**config.mk**
```make
export PLATFORM = sky130hd
export DESIGN_NAME = iter_alu
export DESIGN_NICKNAME = d
export VERILOG_FILES = /design/src/rtl/iter_alu.sv
export SDC_FILE = /design/constraint.sdc
export NUM_CORES = 1
export LEC_CHECK = 0
export CAP_MARGIN = 0
export CELL_PAD_IN_SITES_DETAIL_PLACEMENT = 0
export CELL_PAD_IN_SITES_GLOBAL_PLACEMENT = 1
export CORE_MARGIN = 5
export CORE_UTILIZATION = 43
export DETAILED_ROUTE_END_ITERATION = 7
export GPL_TIMING_DRIVEN = 0
export PLACE_DENSITY = 0.84
export SYNTH_ARGS = -nofsm -noshare
export SYNTH_HDL_FRONTEND = slang
export SYNTH_SLANG_ARGS = --single-unit
```
**constraint.sdc**
```tcl
create_clock -name clk -period 3 [get_ports clk]
set_input_delay 0.9 -clock clk [delete_from_list [all_inputs] [get_ports clk]]
set_output_delay 0.9 -clock clk [all_outputs]
set_load 0.02 [all_outputs]
```
**src/rtl/iter_alu.sv**
```systemverilog
// Multi-cycle ALU: logic/arithmetic ops finish in one cycle; SLL/SRL shift one bit per cycle.
// Define ITER_ALU_BARREL_SHIFT_EN to replace the iterative shifter with a one-cycle barrel shifter.
module iter_alu #(
    parameter int WIDTH = 32
) (
    input  logic             clk,
    input  logic             rst_n,
    input  logic             start,
    input  logic [3:0]       ALUcontrol,
    input  logic [WIDTH-1:0] a,
    input  logic [WIDTH-1:0] b,
    output logic             ready,
    output logic             done,
    output logic [WIDTH-1:0] result,
    output logic             zero,
    output logic             illegal
);

    localparam logic [3:0] OP_AND  = 4'd0;
    localparam logic [3:0] OP_OR   = 4'd1;
    localparam logic [3:0] OP_ADD  = 4'd2;
    localparam logic [3:0] OP_SLL  = 4'd3;
    localparam logic [3:0] OP_SRL  = 4'd4;
    localparam logic [3:0] OP_SUB  = 4'd6;
    localparam logic [3:0] OP_XOR  = 4'd9;
    localparam logic [3:0] OP_NOR  = 4'd12;
    localparam logic [3:0] OP_SLTU = 4'd14;

    typedef enum logic [1:0] {IDLE, SHIFT, DONE} state_t;

    state_t           state_q;
    logic             ready_q, done_q, zero_q, illegal_q, left_q;
    logic [WIDTH-1:0] result_q, work_q;
    logic [4:0]       cnt_q;

    logic [4:0]       shamt;
    logic [WIDTH-1:0] result_d, work_d;
    logic             illegal_d, shift_go;

    assign shamt = b[4:0];

    // NOTE: every always_comb output gets a default first so no path can infer a latch.
    always_comb begin
        result_d  = '0;
        illegal_d = 1'b0;
        case (ALUcontrol)
            OP_AND:  result_d = a & b;
            OP_OR:   result_d = a | b;
            OP_ADD:  result_d = a + b;
            OP_SUB:  result_d = a - b;
            OP_XOR:  result_d = a ^ b;
            OP_NOR:  result_d = ~(a | b);
            OP_SLTU: result_d[0] = (a < b);
`ifdef ITER_ALU_BARREL_SHIFT_EN
            OP_SLL:  result_d = a << shamt;
            OP_SRL:  result_d = a >> shamt;
`else
            // Only reached with shamt == 0; nonzero shifts take the SHIFT path.
            OP_SLL,
            OP_SRL:  result_d = a;
`endif
            default: illegal_d = 1'b1;
        endcase
    end

`ifdef ITER_ALU_BARREL_SHIFT_EN
    assign shift_go = 1'b0;
`else
    assign shift_go = ((ALUcontrol == OP_SLL) || (ALUcontrol == OP_SRL)) && (shamt != 5'd0);
`endif

    assign work_d = left_q ? (work_q << 1) : (work_q >> 1);

    // NOTE: state registers use non-blocking assignments so every flop samples pre-edge values.
    always_ff @(posedge clk or negedge rst_n) begin
        if (!rst_n) begin
            state_q   <= IDLE;
            ready_q   <= 1'b1;
            done_q    <= 1'b0;
            result_q  <= '0;
            zero_q    <= 1'b1;
            illegal_q <= 1'b0;
            cnt_q     <= '0;
            work_q    <= '0;
            left_q    <= 1'b0;
        end else begin
            case (state_q)
                IDLE: begin
                    if (start) begin
                        ready_q <= 1'b0;
                        if (shift_go) begin
                            work_q  <= a;
                            cnt_q   <= shamt;
                            left_q  <= (ALUcontrol == OP_SLL);
                            state_q <= SHIFT;
                        end else begin
                            result_q  <= result_d;
                            zero_q    <= (result_d == '0);
                            illegal_q <= illegal_d;
                            done_q    <= 1'b1;
                            state_q   <= DONE;
                        end
                    end
                end
                SHIFT: begin
                    work_q <= work_d;
                    cnt_q  <= cnt_q - 5'd1;
                    if (cnt_q == 5'd1) begin
                        result_q  <= work_d;
                        zero_q    <= (work_d == '0);
                        illegal_q <= 1'b0;
                        done_q    <= 1'b1;
                        state_q   <= DONE;
                    end
                end
                DONE: begin
                    done_q  <= 1'b0;
                    ready_q <= 1'b1;
                    state_q <= IDLE;
                end
                default: begin
                    done_q  <= 1'b0;
                    ready_q <= 1'b1;
                    state_q <= IDLE;
                end
            endcase
        end
    end

    assign ready   = ready_q;
    assign done    = done_q;
    assign result  = result_q;
    assign zero    = zero_q;
    assign illegal = illegal_q;

endmodule

```
==> flow_summary.yaml <==
min_path:
  hold_path_class: "in2async"
cells_and_area:
  diodes: 0
  final_cells: 1977
  syn_to_final_growth_pct: 48.9
  num-nets-final: 1832
  final_core_util_pct: 64.9
  drive_above_1_share_pct: 33.0
global_routing:
  gr-total-overflow: 0
  antenna_found_initial: 0
  track_usage_pct: 33.7
  grt_pass1_vias: 12100
  grt_max_degree: 67
  grt_first_pass_wirelength_mm: 70.5
worst_setup_path:
  start_kind: "input port"
  cpPeakStageDelay_ps: 480
  crit_chain: "buf_12 -> ha_4 -> inv_2 -> fa_2 -> nor2b_4 -> o2111ai_4 -> a2111oi_4 -> buf_4 -> o31ai_4 -> a21oi_2 -> nor3_2 -> or4b_4 -> o32a_1 -> a41oi_4 -> a211oi_2 -> a21o_1"
  crit_required_ps: 3230
  crit_type: "in2reg"
  critPathCaptureType: "flip-flop"
  cpMaxStageDelayCell: "or4b_4"
  worstPathArrival_ps: 4100
  worstPathMaxFanout: 5
floorplanning:
  initial_core_util_pct: 43.6
  io_pins: 107
  core_region_area_um2: 23500
  die_area_um2: 27000
  die_h_um: 164
  rows: 56
  die_w_um: 164
detailed_routing:
  via_per_inst: 6.49
  drc: 0
  drtPass1Iterations: 5
  wl_per_cell_um: 23.8
  vias: 12800
  first_iter_violations: 1539
  ant_nets: 0
  finalWirelength_mm: 47.0
synth:
  ys.flop_type: "dfrtp_1"
  syn_inst: 1407
  yosys.area.top_type: "dfrtp_1"
  synthTopCellsByArea: "dfrtp_1 (18%), ha_1 (13%), o21ai_0 (7.7%)"
  synth_cell_types: 93
  syn_nets: 1586
  async_reset_ff_share_pct: 100
  ys_ff_latch: 76
  synth_edf_count: 0
  syn_area_per_cell_um2: 7.27
  syn_area_um2: 10200
  seq_area_frac_synth_pct: 18.6
  yosys_warnings: 0
  synth_top_area_share_pct: 18.1
clocking:
  clock_path_buffers: 2
  clock_sinks: 76
  cts_buffers: 9
  cts_hold_buf: 0
  clk_pin_slew_ps: 60
  cts-root-buf: "clkbuf_16"
  clk_latency_ps: 350
  cts_tree: "yes"
  htreeDepth: 3
placed_design:
  dp_cells: 1833
  dp_hpwl_mm: 33.8
  gp_congestion: 0.997
  portBuffers: 106
sta:
  finalSetupTns_ps: -9170
  final.period_utilization_pct: 129
  fin_worst_hold_slack_ps: 390
  setup_viol: 20
  rsz0062_at_grt: "yes"
  finClkSkew_ps: 9.26
  fmax_mhz: 258
  hold_violations: 0
  slew_headroom_pct: 50.1
  fin_crit_ps: 3870
  worstMarginPinSlew_ps: 741
  setup_ws_ps: -872
  drv_slew: 0
run:
  max_cap_viol_count: 0
power:
  p_leak_nw: 6.31
  peakVddDrop_v: 0.000410
  finalPower_mw: 7.30
  power_density_nw_per_um2: 479
run_status:
  outcome: "complete, but fails checks"
  violations: "setup timing"
-- cells in the mapped netlist, drive strengths merged, types with 10 or more instances --
master / number
nand3: 26
o211ai: 21
mux2i: 43
a21o: 13
nand2: 171
nor4: 21
buf: 39
inv: 104
and3: 10
clkbuf: 61
a22oi: 14
ha: 106
nand2b: 16
o21ai: 161
o31ai: 24
a21oi: 107
nor3: 32
nor2b: 12
nand4: 15
a31oi: 17
nor2: 100
dfrtp: 74
a211oi: 14
-- report_power, final --
group | switching [mW] | internal (mW)
registers | 0.410 | 1.49
logic | 2.41 | 1.82
clock network | 0.425 | 0.747
total | 3.24 | 4.06
-- worst paths after layout --
check / endpoint / start / depth (start not counted) / slack [ps]
max: result[26]$_DFFE_PN0P_ / a[0] / 16 / -870
min: cnt_q[2]$_DFFE_PN0P_ / rst_n / 1 / 390
max reg2reg: zero$_DFFE_PN1P_ / state_q[1]$_DFFE_PN0P_ / 12 / 150
min reg2reg: result[8]$_DFFE_PN0P_ / result[8]$_DFFE_PN0P_ / 2 / 470
max in group asynchronous: zero$_DFFE_PN1P_ / rst_n / 2 / 2020
min in group clk: result[8]$_DFFE_PN0P_ / result[8]$_DFFE_PN0P_ / 2 / 470
-- layout by cell type, fill, tap and decap left out, types with 10 or more instances in the layout --
cell type | netlist | layout
ha_1 | 106 | 75
o21ai_1 | 3 | 37
a21o_1 | 13 | 13
ha_4 | 0 | 27
clkbuf_16 | 0 | 10
buf_6 | 2 | 40
a22oi_1 | 14 | 13
clkbuf_4 | 0 | 12
buf_2 | 23 | 19
clkdlybuf4s50_1 | 0 | 52
clkbuf_2 | 0 | 13
nand2_1 | 171 | 160
a21oi_4 | 1 | 14
clkbuf_8 | 0 | 12
o31ai_1 | 22 | 14
nor4_1 | 21 | 11
inv_1 | 102 | 69
nand2b_1 | 16 | 14
nand3_1 | 26 | 23
dlygate4sd2_1 | 0 | 10
o21ai_2 | 1 | 14
nand4_1 | 15 | 15
buf_4 | 5 | 130
nor2_1 | 100 | 89
mux2i_1 | 43 | 42
inv_2 | 2 | 24
buf_8 | 0 | 11
o211ai_1 | 21 | 21
clkbuf_1 | 61 | 22
dfrtp_1 | 74 | 74
a21oi_1 | 104 | 67
o21ai_0 | 157 | 106
a21oi_2 | 2 | 26
nor3_1 | 32 | 19
-- final cells by class --
type	instances	area (um2)
Inverter	106	469
Buffer	92	781
Timing Repair Buffer	243	2130
Tap cell	319	399
Clock inverter	5	75.1
Clock buffer	11	243
Multi-Input combinational cell	1125	9240
Fill cell	1990	8240
Sequential cell	76	1900
-- metal layers --
metal	vias up	global-route usage (%)	routed length, um
li1	5662	-	-
met1	6137	45.0	18500
met5	-	0	0
met3	206	4.87	4950
met2	817	54.9	21300
met4	0	13.3	2290
-- flip-flops by register name, summed over array words and instances, names as in the netlist --
| signal | cells |
|---|---|
| cnt_q | 5 |
| done | 1 |
| illegal | 1 |
| left_q | 1 |
| ready | 1 |
| result | 32 |
| state_q | 2 |
| work_q | 32 |
| zero | 1 |
-- per-stage QoR --
stage          worst slack [ps]  instance area (um2)
3_3_place_gp              -2300                11800
3_5_place_dp              -2320                11800
5_1_grt                    -913                15200
6_report                   -872                15200
4_1_cts                    -758                14600
2_1_floorplan              -766                10400
-- kinds of logic after synthesis --
family / share of synthesized area, %
compound gates: 32.6
xor+xnor: 0.514
fa+ha+maj: 13.4
buf+inv: 8.17
flops: 18.6
mux: 4.54
simple gates: 22.2
-- worst max-delay path: cells and delay by family --
family	cells	cell delay, ps
adders and majority gates	2	530
AOI/OAI and AO/OA	8	1630
and+or+nand+nor	3	690
buffers and inverters	3	330
-- what timing repair did --
action,4_1_cts,5_1_grt
gates resized for setup,649,129
setup endpoints to repair,74,66
gates cloned,4,0
pin swaps,97,60
setup buffers,110,26
Power figures use the tool's default switching activity.
